File: config.mk
export PLATFORM = sky130hd
export DESIGN_NAME = z_seq_add_ctrl
export DESIGN_NICKNAME = d
export VERILOG_FILES = /design/src/rtl/z_seq_add_ctrl_pkg.sv /design/src/rtl/z_m_sca_stage.sv /design/src/rtl/z_seq_add_ctrl.sv
export SDC_FILE = /design/constraint.sdc
export NUM_CORES = 1
export LEC_CHECK = 0
export CAP_MARGIN = 20
export CORE_ASPECT_RATIO = 1.1
export CORE_UTILIZATION = 40
export DETAILED_ROUTE_END_ITERATION = 16
export PLACE_DENSITY = 0.62
export SYNTH_ARGS = -nofsm -noshare
export SYNTH_HDL_FRONTEND = slang
export SYNTH_HIERARCHICAL = 1
export SYNTH_SLANG_ARGS = --single-unit
export TNS_END_PERCENT = 5
File: constraint.sdc
create_clock -name clk -period 5.63 [get_ports clk]
set_input_delay 1.126 -clock clk [delete_from_list [all_inputs] [get_ports clk]]
set_output_delay 1.126 -clock clk [all_outputs]
set_load 0.1 [all_outputs]
File: src/rtl/z_seq_add_ctrl_pkg.sv
// Shared state encoding and default geometry for the sequential slice adder.
package z_seq_add_ctrl_pkg;
  typedef enum logic [1:0] {
    IDLE = 2'd0,
    RUN  = 2'd1,
    DONE = 2'd2
  } state_t;

  localparam int DEF_M = 4;
  localparam int DEF_K = 4;

  function automatic int cnt_w(input int k);
    return (k > 1) ? $clog2(k) : 1;
  endfunction
endpackage

File: src/rtl/z_m_sca_stage.sv
// M-bit slice adder: per-bit full adders chained through a carry vector.
module z_m_sca_stage #(
  parameter int M = 4
) (
  input  logic [M-1:0] a,
  input  logic [M-1:0] b,
  input  logic         c_in,
  output logic [M-1:0] sum,
  output logic         c_out
);
  logic [M:0] c;
  assign c[0] = c_in;

  for (genvar i = 0; i < M; i++) begin : g_bit
    assign sum[i]  = a[i] ^ b[i] ^ c[i];
    assign c[i+1]  = (a[i] & b[i]) | (c[i] & (a[i] ^ b[i]));
  end

  assign c_out = c[M];
endmodule

File: src/rtl/z_seq_add_ctrl.sv
// N = M*K bit adder that reuses one M-bit slice for K cycles, LSB chunk first,
// with start/busy on the request side and valid/ready on the result side.
module z_seq_add_ctrl
  import z_seq_add_ctrl_pkg::*;
#(
  parameter int M  = DEF_M,
  parameter int K  = DEF_K,
  parameter int CW = cnt_w(K),
  localparam int N = M * K
) (
  input  logic         clk,
  input  logic         rst_n,
  input  logic         start,
  input  logic [N-1:0] a,
  input  logic [N-1:0] b,
  input  logic         c_in,
  output logic         busy,
  output logic         out_valid,
  input  logic         out_ready,
  output logic [N-1:0] sum,
  output logic         c_out,
  output logic         ovf
);
  state_t         state, state_nx;
  logic [CW-1:0]  cnt;
  logic           carry, sa, sb;
  logic [N-1:0]   a_sh, b_sh, sum_sh;
  logic [M-1:0]   slice_sum;
  logic           slice_co;
  logic           last;

  assign last = (cnt == CW'(K - 1));

  z_m_sca_stage #(.M(M)) u_slice (
    .a    (a_sh[M-1:0]),
    .b    (b_sh[M-1:0]),
    .c_in (carry),
    .sum  (slice_sum),
    .c_out(slice_co)
  );

  always_ff @(posedge clk) begin
    if (!rst_n) state <= IDLE;
    else        state <= state_nx;
  end

  always_comb begin
    state_nx = state;
    case (state)
      IDLE:    if (start)     state_nx = RUN;
      RUN:     if (last)      state_nx = DONE;
      DONE:    if (out_ready) state_nx = IDLE;
      default:                state_nx = IDLE;
    endcase
  end

  // Result bits enter at the top of sum_sh so after K shifts chunk 0 sits at the LSB.
  always_ff @(posedge clk) begin
    if (!rst_n) begin
      cnt    <= '0;
      carry  <= 1'b0;
      sa     <= 1'b0;
      sb     <= 1'b0;
      a_sh   <= '0;
      b_sh   <= '0;
      sum_sh <= '0;
    end else begin
      case (state)
        IDLE: if (start) begin
          a_sh   <= a;
          b_sh   <= b;
          carry  <= c_in;
          sa     <= a[N-1];
          sb     <= b[N-1];
          sum_sh <= '0;
          cnt    <= '0;
        end
        RUN: begin
          sum_sh <= {slice_sum, sum_sh[N-1:M]};
          a_sh   <= a_sh >> M;
          b_sh   <= b_sh >> M;
          carry  <= slice_co;
          cnt    <= cnt + CW'(1);
        end
        default: ;
      endcase
    end
  end

  assign busy      = (state != IDLE);
  assign out_valid = (state == DONE);
  assign sum       = sum_sh;
  assign c_out     = carry;
  // The slice hides the carry into the MSB, so overflow comes from the saved sign bits.
  assign ovf       = (sa == sb) && (sum_sh[N-1] != sa);
endmodule

==> results of run 1 <==
## power by group through the flow
stage / combinational [mW] / clock (mW) / sequential [mW]
floorplan: 0.124 / 0 / 0.450
global placement: 0.166 / 0 / 0.442
detailed placement: 0.167 / 0 / 0.443
CTS: 0.167 / 0.277 / 0.434
global route: 0.180 / 0.288 / 0.438
finish: 0.165 / 0.267 / 0.433
## worst reg2reg max path, cell delays in order (launching register included)
cell and delay, ps:
dfxtp_2 1000, o21ba_2 700, buf_4 460, o32ai_2 130
## layout by cell type (no fill, tap or decap), types with 7 or more instances in the layout
master,count
o22ai_1,12
dfxtp_1,54
nand2_1,51
clkdlybuf4s50_1,55
o32ai_2,18
o22ai_2,7
mux2i_1,25
inv_1,10
a32o_1,8
## state kept, by name (all words and copies together), names as in the netlist
name and flops:
a_sh 16, b_sh 16, sum 16, cnt 2, state 2, c_out 1
sa 1, sb 1
## layer usage
layer / part of all wire / track usage / vias up
li1: - / - / 958
met1: 0.47 / 0.2246 / 924
met2: 0.47 / 0.2370 / 65
met4: 0.011 / 0.04383 / 0
met5: 0 / 0 / -
met3: 0.051 / 0.03750 / 6
## through the flow
step,cells,hold WS [ps],utilization,setup slack [ps]
finish,365,479.6,0.4963,1822
global route,365,500.5,0.4963,1734
CTS,365,480.4,0.4963,1812
detailed placement,357,463.7,0.4787,2157
global placement,357,459.6,0.4787,2162
floorplan,241,449.7,-,1963
## area by class of cell
| cell class | instances | area (sq um) | share of cell area |
|---|---|---|---|
| sequential | 55 | 1102 | 0.3388 |
| multi-input combinational | 152 | 1325 | 0.4073 |
| timing repair buffer | 58 | 570.5 | 0.1754 |
| clock buffer | 5 | 68.82 | 0.02115 |
| tap | 82 | 102.6 | 0.03154 |
| inverter | 10 | 37.54 | 0.01154 |
| clock inverter | 3 | 46.29 | 0.01423 |
## synthesized netlist by cell type (all sizes together)
library cell | number | share of area
nor2 | 1 | 0.0042
nand2b | 6 | 0.017
o21bai | 1 | 0.0042
nand3b | 1 | 0.0028
and4bb | 1 | 0.0046
o21ba | 1 | 0.0037
o32ai | 25 | 0.15
or2 | 1 | 0.0023
a21boi | 1 | 0.0028
buf | 21 | 0.081
a32o | 8 | 0.030
o2bb2ai | 2 | 0.0065
dfxtp | 55 | 0.41
ha | 1 | 0.0046
clkbuf | 3 | 0.0042
nand2 | 51 | 0.071
nor3b | 1 | 0.0028
nor2b | 1 | 0.0023
o22ai | 19 | 0.060
a21oi | 1 | 0.0019
or3b | 1 | 0.0033
inv | 10 | 0.014
mux2i | 25 | 0.093
fa | 4 | 0.030
## logic make-up (layout without fill, tap and decap cells)
group,count (synthesis),after routing,share of synthesized area
simple gates,64,64,0.1101
compound gates,58,58,0.2545
flops,55,55,0.4087
buf+inv,34,76,0.09940
mux,25,25,0.09289
fa+ha+maj,5,5,0.03437
## path summary, 6_finish.rpt
kind / slack, ps / to / cells after the start / from
max: 1820 / busy / 2 / state[0]
min reg2reg: 480 / b_sh[8] / 2 / b_sh[8]
min: 480 / b_sh[8] / 2 / b_sh[8]
max reg2reg: 3200 / b_sh[1] / 3 / state[0]
==> results.yml, run 1 <==
outcome:
  status: "finished, final reports clean"
cells_and_area:
  fillCellCount: 613
  area_growth_syn_to_layout_pct: 20.76
  drive_gt1_frac: 0.1555
  design_area_sq_mm: 0.003253
  finalNetCount: 324
  antenna_cells: 0
sta:
  post-route-min-period_ps: 3808
  rsz0062_at_grt: "false"
  fmax_mhz: 262.6
  slew_headroom: 0.3320
  clock_skew_ps: 11.59
  maxSlewViolCount: 0
  fin_crit_sh: 0.6763
  finalSetupTns_ps: 0
  tightest_slew_ps: 1002
  hold_violations: 0
  setup_viol: 0
grt:
  antenna_found_initial: 0
  grtUsageTotal: 0.1575
  grt_pass1_wl_um: 8673
  overflow: 0
  grt_pass1_vias: 1797
  grt_start_max_net_pins: 42
cts:
  clockBufferDepth: 2
  ctsResizeCount: 0
  clk_pin_slew_worst_paths_ps: 100
  htree_levels: 2
  postCtsHoldBufs: 0
  tritoncts: "built"
  clk_latency_ps: 310
  cts_buffers: 5
  cts_sinks: 55
  post_cts_buffers: 0
  cts_root_buf: "clkbuf_8"
place:
  hpwl_um: 3483
  io_buffers: 56
  placed_area_sq_mm: 0.003138
  gp_congestion: 0.6885
critical_path:
  worstPathCellList: "or2_2 > clkdlybuf4s50_1"
  crit_family: "buffers and inverters"
  worstPathArrival_ps: 2680
  crit_fanout: 37
  start_kind: "register"
  crit_required_ps: 4500
  crit_buf_inv: 1
  critPathMaxStageDelay_ps: 1120
  critical_path_class: "register to output pin"
  critPathSlowestCell: "clkdlybuf4s50_1"
  end_kind: "output pin"
yosys:
  synth-seq-cells: 55
  yosysSeqAreaShare: 0.4087
  yosysWarnings: 6
  syn_nets: 283
  ys_types: 31
  synth_cells: 241
  netlist_area_sq_mm: 0.002694
  syn_area_per_cell_sq_um: 11.18
die:
  rows: 31
  die_h_um: 88.07
  fp.dieArea_sq_mm: 0.007067
  ioPinCount: 57
  die_width_um: 80.25
  core_sq_mm: 0.006555
  start_util: 0.4110
power:
  p_seq_frac: 0.501
  power_leakage_nw: 1.094
  ir_worst_vdd_mv: 0.1441
  switching_share: 0.2857
  p_per_area_mw_per_mm2: 266.1
  intPower_uw: 618.4
  p_clk_frac: 0.308
  total_power_uw: 865.8
  p_sw_uw: 247.4
  p_comb_frac: 0.191
routing:
  drt_wl_total_um: 5240
  drtIter0Drc: 99
  ant_nets: 0
  drc: 0
  vias_per_cell: 5.351
  dr.pass1.iters: 4
  vias: 1953
  wl_per_cell_um: 14.36
min_path:
  worstHoldPathType: "register to register"
job:
  drv_cap: 0
(Power assumes the default switching activity.)
==> inputs of run 2 (changes only) <==
PLACE_DENSITY = 0.65   (was 0.62)
clock period = 3.15 ns   (was 5.63 ns; I/O delays follow)
==> run 2 against run 1 <==
  * Via count is 0.31% lower
  * Setup slack got worse by 860 ps
  * Sequential share of layout area up 0.53 points
  * Critical path depth up 8
  * Clock-buffer cell count up 2
  * Highest routed layer unchanged
  * Global-route usage rose by 0.45 points
  * Total power is 68% higher
  * Die area unchanged
  * Final cell count is 0.55% higher
  * Wire length up 3.6%
==> results.yml, run 2 (synthesized netlist as in run 1, its figures left out) <==
grt:
  antenna_found_initial: 0
  overflow: 0
  grt_pass1_vias: 1848
  grtUsageTotal: 0.1620
  grt_pass1_wl_um: 8832
  grt_start_max_net_pins: 40
sta:
  clock_skew_ps: 6.010
  finalSetupTns_ps: 0
  hold_violations: 0
  slew_headroom: 0.4659
  maxSlewViolCount: 0
  setup_viol: 0
  fin_crit_sh: 0.6959
  fmax_mhz: 456.2
  rsz0062_at_grt: "false"
  post-route-min-period_ps: 2192
  tightest_slew_ps: 801.2
  setup_ws_ps: 957.9
min_path:
  hold_start: "b_sh[8]"
  hold_path_end: "b_sh[8]"
  worstHoldPathType: "register to register"
  hold_depth: 2
routing:
  dr.pass1.iters: 4
  wl_met2_um: 2452
  drc: 0
  drt_wl_total_um: 5430
  wl_met3_um: 244
  ant_nets: 0
  drtIter0Drc: 81
  vias_per_cell: 5.305
  wl_per_cell_um: 14.80
  vias: 1947
  top_layer_used: "met4"
  wl_met1_um: 2675
place:
  placed_area_sq_mm: 0.003122
  gp_congestion: 0.6756
  hpwl_um: 3660
  io_buffers: 56
  pre_cts_ws_ps: 879.4
  dp.cells: 359
job:
  drv_cap: 0
cells_and_area:
  mostFrequentLayoutCell: "dfxtp_1"
  most-common-layout-cells: "dfxtp_1, nand2_1, clkdlybuf4s50_1, mux2i_1, buf_4"
  area_growth_syn_to_layout_pct: 18.90
  multi_input_area_sq_mm: 0.001331
  final_util: 0.4886
  antenna_cells: 0
  instances_no_fill: 367
  design_area_sq_mm: 0.003203
  finalNetCount: 326
  seqCellArea_sq_mm: 0.001102
  drive_gt1_frac: 0.2281
  fillCellCount: 642
cts:
  post_cts_buffers: 0
  tritoncts: "built"
  cts_buffers: 5
  ctsResizeCount: 0
  postCtsHoldBufs: 0
  clk_pin_slew_worst_paths_ps: 100
  cts_sinks: 55
  clk_latency_ps: 310
  clockBufferDepth: 2
  cts_root_buf: "clkbuf_8"
  htree_levels: 2
critical_path:
  worstPathArrival_ps: 2420
  r2r-start: "a_sh[0]"
  crit_fanout: 2
  crit_family: "adder cells"
  ff2ff_path_depth: 10
  critPathSlowestCell: "fa_1"
  end_kind: "register"
  start_kind: "register"
  worstPathCellList: "fa_1 > inv_1 > fa_1 > inv_1 > fa_1 > inv_1 > fa_1 > inv_1 > nand2_1 > o22ai_1"
  crit_buf_inv: 4
  timing.rr.end: "sum[15]"
  critical_path_class: "register to register"
  critPathMaxStageDelay_ps: 420
  ff2ff_setup_slack_ps: 960
  crit_required_ps: 3370
power:
  power_leakage_nw: 1.139
  ir_worst_vdd_mv: 0.1975
  p_per_area_mw_per_mm2: 454.4
die:
  ioPinCount: 57
  die_h_um: 88.07
  rows: 31
  fp.dieArea_sq_mm: 0.007067
  core_sq_mm: 0.006555
  die_width_um: 80.25
  start_util: 0.4110
outcome:
  status: "finished, final reports clean"
## run 2: cell count changes in the layout (fill, tap and decap cells not counted), sizes merged
cell / delta
buf: +22
clkdlybuf4s50: -20
clkbuf: +2
bufinv: -1
clkinv: +1
clkinvlp: -1
inv: -1
## run 2: tightest hold or removal path: stages, from the launching register on
cell     delay, ps
dfxtp_1        320
nand2_1         50
o32ai_1         60
## run 2: layout make-up
class	count	area share
multi-input combinational	152	0.4156
sequential	55	0.3441
timing repair buffer	60	0.1711
tap	82	0.03203
clock buffer	7	0.02383
inverter	10	0.01172
clock inverter	1	0.001563
## run 2: per-stage QoR
| step | power (mW) | hold slack [ps] |
|---|---|---|
| CTS | 1.475 | 486.3 |
| global placement | 1.091 | 463.8 |
| global route | 1.527 | 503.1 |
| detailed placement | 1.094 | 469.9 |
| floorplan | 1.027 | 449.7 |
| finish | 1.455 | 484.8 |
## run 2: how the worst max path moves through the flow
stage | start | endpoint | cells past startpoint
floorplan | c_out | c_out | 10
global placement | start | b_sh[3] | 4
detailed placement | start | b_sh[3] | 4
CTS | a_sh[0] | sum[15] | 10
global route | a_sh[0] | sum[15] | 10
finish | a_sh[0] | sum[15] | 10
## run 2: where the power goes
group / leakage [nW] / switching, mW / total [mW] / internal [mW]
registers: 0.450 / 0.0278 / 0.763 / 0.735
logic: 0.646 / 0.179 / 0.312 / 0.132
clock network: 0.0422 / 0.224 / 0.381 / 0.157
## run 2: layer usage
layer	track usage	vias to the layer above
met2	0.2572	58
met5	0	-
met1	0.2197	923
met4	0.04870	0
li1	-	960
met3	0.03646	6
==> inputs of run 3 (changes only) <==
PLACE_DENSITY = 0.62   (was 0.65)
clock period = 2.13 ns   (was 3.15 ns; I/O delays follow)
==> run 3 against run 2 <==
  * First-iteration DRC count unchanged
  * Utilization rose by 1.4 points
  * Total power grew 48%
  * Register-to-register slack got worse by 880 ps
  * Critical path type unchanged
==> results.yml, run 3 (synthesized netlist as in run 1, its figures left out) <==
outcome:
  status: "finished, final reports clean"
power:
  power_leakage_nw: 1.160
  p_per_area_mw_per_mm2: 655.6
  ir_worst_vdd_mv: 0.3437
  total_power_mw: 2.161
min_path:
  worstHoldPathType: "register to register"
  hold_start: "b_sh[4]"
critical_path:
  critPathMaxStageDelay_ps: 400
  crit_fanout: 2
  crit_start: "c_out"
  end_kind: "register"
  worstPathArrival_ps: 2280
  critical_path_class: "register to register"
  start_kind: "register"
  critPathSlowestCell: "fa_1"
  crit_family: "adder cells"
  r2r-start: "c_out"
  crit_buf_inv: 4
  worstPathCellList: "fa_2 > inv_2 > fa_2 > inv_2 > fa_2 > inv_2 > fa_1 > inv_1 > nand2_1 > o22ai_1"
  crit_required_ps: 2360
sta:
  clock_skew_ps: 4.995
  post-route-min-period_ps: 2054
  maxSlewViolCount: 0
  whs_ps: 482.3
  hold_violations: 0
  fmax_mhz: 486.8
  tightest_slew_ps: 910.9
  slew_headroom: 0.3913
  rsz0062_at_grt: "true"
  setup_viol: 0
  finalSetupTns_ps: 0
  fin_crit_sh: 0.9645
grt:
  grt_pass1_wl_um: 9052
  grtUsageTotal: 0.1668
  grt_start_max_net_pins: 44
  overflow: 0
  grt_pass1_vias: 1873
  antenna_found_initial: 0
routing:
  ant_nets: 0
  dr.pass1.iters: 4
  drtIter0Drc: 81
  drt_wl_total_um: 5344
  wl_met2_um: 2543
  drc: 0
  wl_met3_um: 204
  vias: 1941
  top_layer_used: "met4"
  wl_per_cell_um: 14.44
  wl_met1_um: 2568
  vias_per_cell: 5.246
cells_and_area:
  antenna_cells: 0
  most-common-layout-cells: "dfxtp_1, nand2_1, clkdlybuf4s50_1, mux2i_1, buf_4"
  area_growth_syn_to_layout_pct: 22.34
  design_area_sq_mm: 0.003296
  drive_gt1_frac: 0.2674
  finalNetCount: 329
  mostFrequentLayoutCell: "dfxtp_1"
cts:
  cts_root_buf: "clkbuf_8"
  htree_levels: 2
  tritoncts: "built"
  clk_latency_ps: 290
  clockBufferDepth: 2
  cts_sinks: 55
  cts_buffers: 5
  clk_pin_slew_worst_paths_ps: 90
die:
  fp.dieArea_sq_mm: 0.007067
  die_h_um: 88.07
  start_util: 0.4110
  core_sq_mm: 0.006555
  die_width_um: 80.25
  ioPinCount: 57
  rows: 31
place:
  io_buffers: 56
  gp_congestion: 0.7190
  placed_area_sq_mm: 0.003198
  hpwl_um: 3663
job:
  drv_cap: 0
run 3: cell types whose count changed in the layout (fill, tap and decap cells not counted):
cell,change
dfxtp_1,-2
nor2b_1,-1
o22ai_2,-1
fa_1,-3
dfxtp_2,+2
inv_2,+3
nor2b_2,+1
fa_2,+3
inv_1,-3
buf_12,+4
buf_4,-1
o22ai_4,+1
run 3: final cells by class:
type	count	area (sq um)
fillers	630	3259
multi-input cells	152	1349
flip-flops and latches	55	1105
repair buffers	63	620.6
well taps	82	102.6
clock buffers	7	76.32
inverters	10	37.54
clock inverters	1	5.005
run 3: metal layers:
metal | global-route usage | vias to the layer above
met5 | 0 | -
met4 | 0.04383 | 0
met3 | 0.03646 | 2
met2 | 0.2735 | 42
met1 | 0.2223 | 924
li1 | - | 973
run 3: power breakdown:
part / internal [mW] / switching, mW / total [mW] / leakage [nW]
clock: 0.232 / 0.316 / 0.547 / 0.0422
sequential: 1.09 / 0.0452 / 1.13 / 0.451
combinational: 0.214 / 0.266 / 0.480 / 0.667
run 3: metrics by stage:
step / worst slack (ps) / cells / util
finish: 75.62 / 370 / 0.5028
global route: -30.33 / 370 / 0.5028
CTS: 12.71 / 369 / 0.5005
detailed placement: 12.52 / 361 / 0.4879
global placement: 56.43 / 361 / 0.4879
floorplan: -158.1 / 241 / -
run 3: final timing paths:
path	depth (start not counted)	slack, ps	end
min reg2reg	2	480	b_sh[4]
max reg2reg	10	80	sum[15]
max	10	80	sum[15]
min	2	480	b_sh[4]
run 3: worst min-delay path, cell delays in order (launching register included):
cell	delay, ps
dfxtp_1	320
nand2_1	50
o32ai_1	60
run 3: timing repair:
action	CTS	global route
hold buffers	0	0
buffers inserted	0	1
pin swaps	1	2
endpoints found under the setup margin	1	2
gates cloned	0	0
resized for setup	1	6
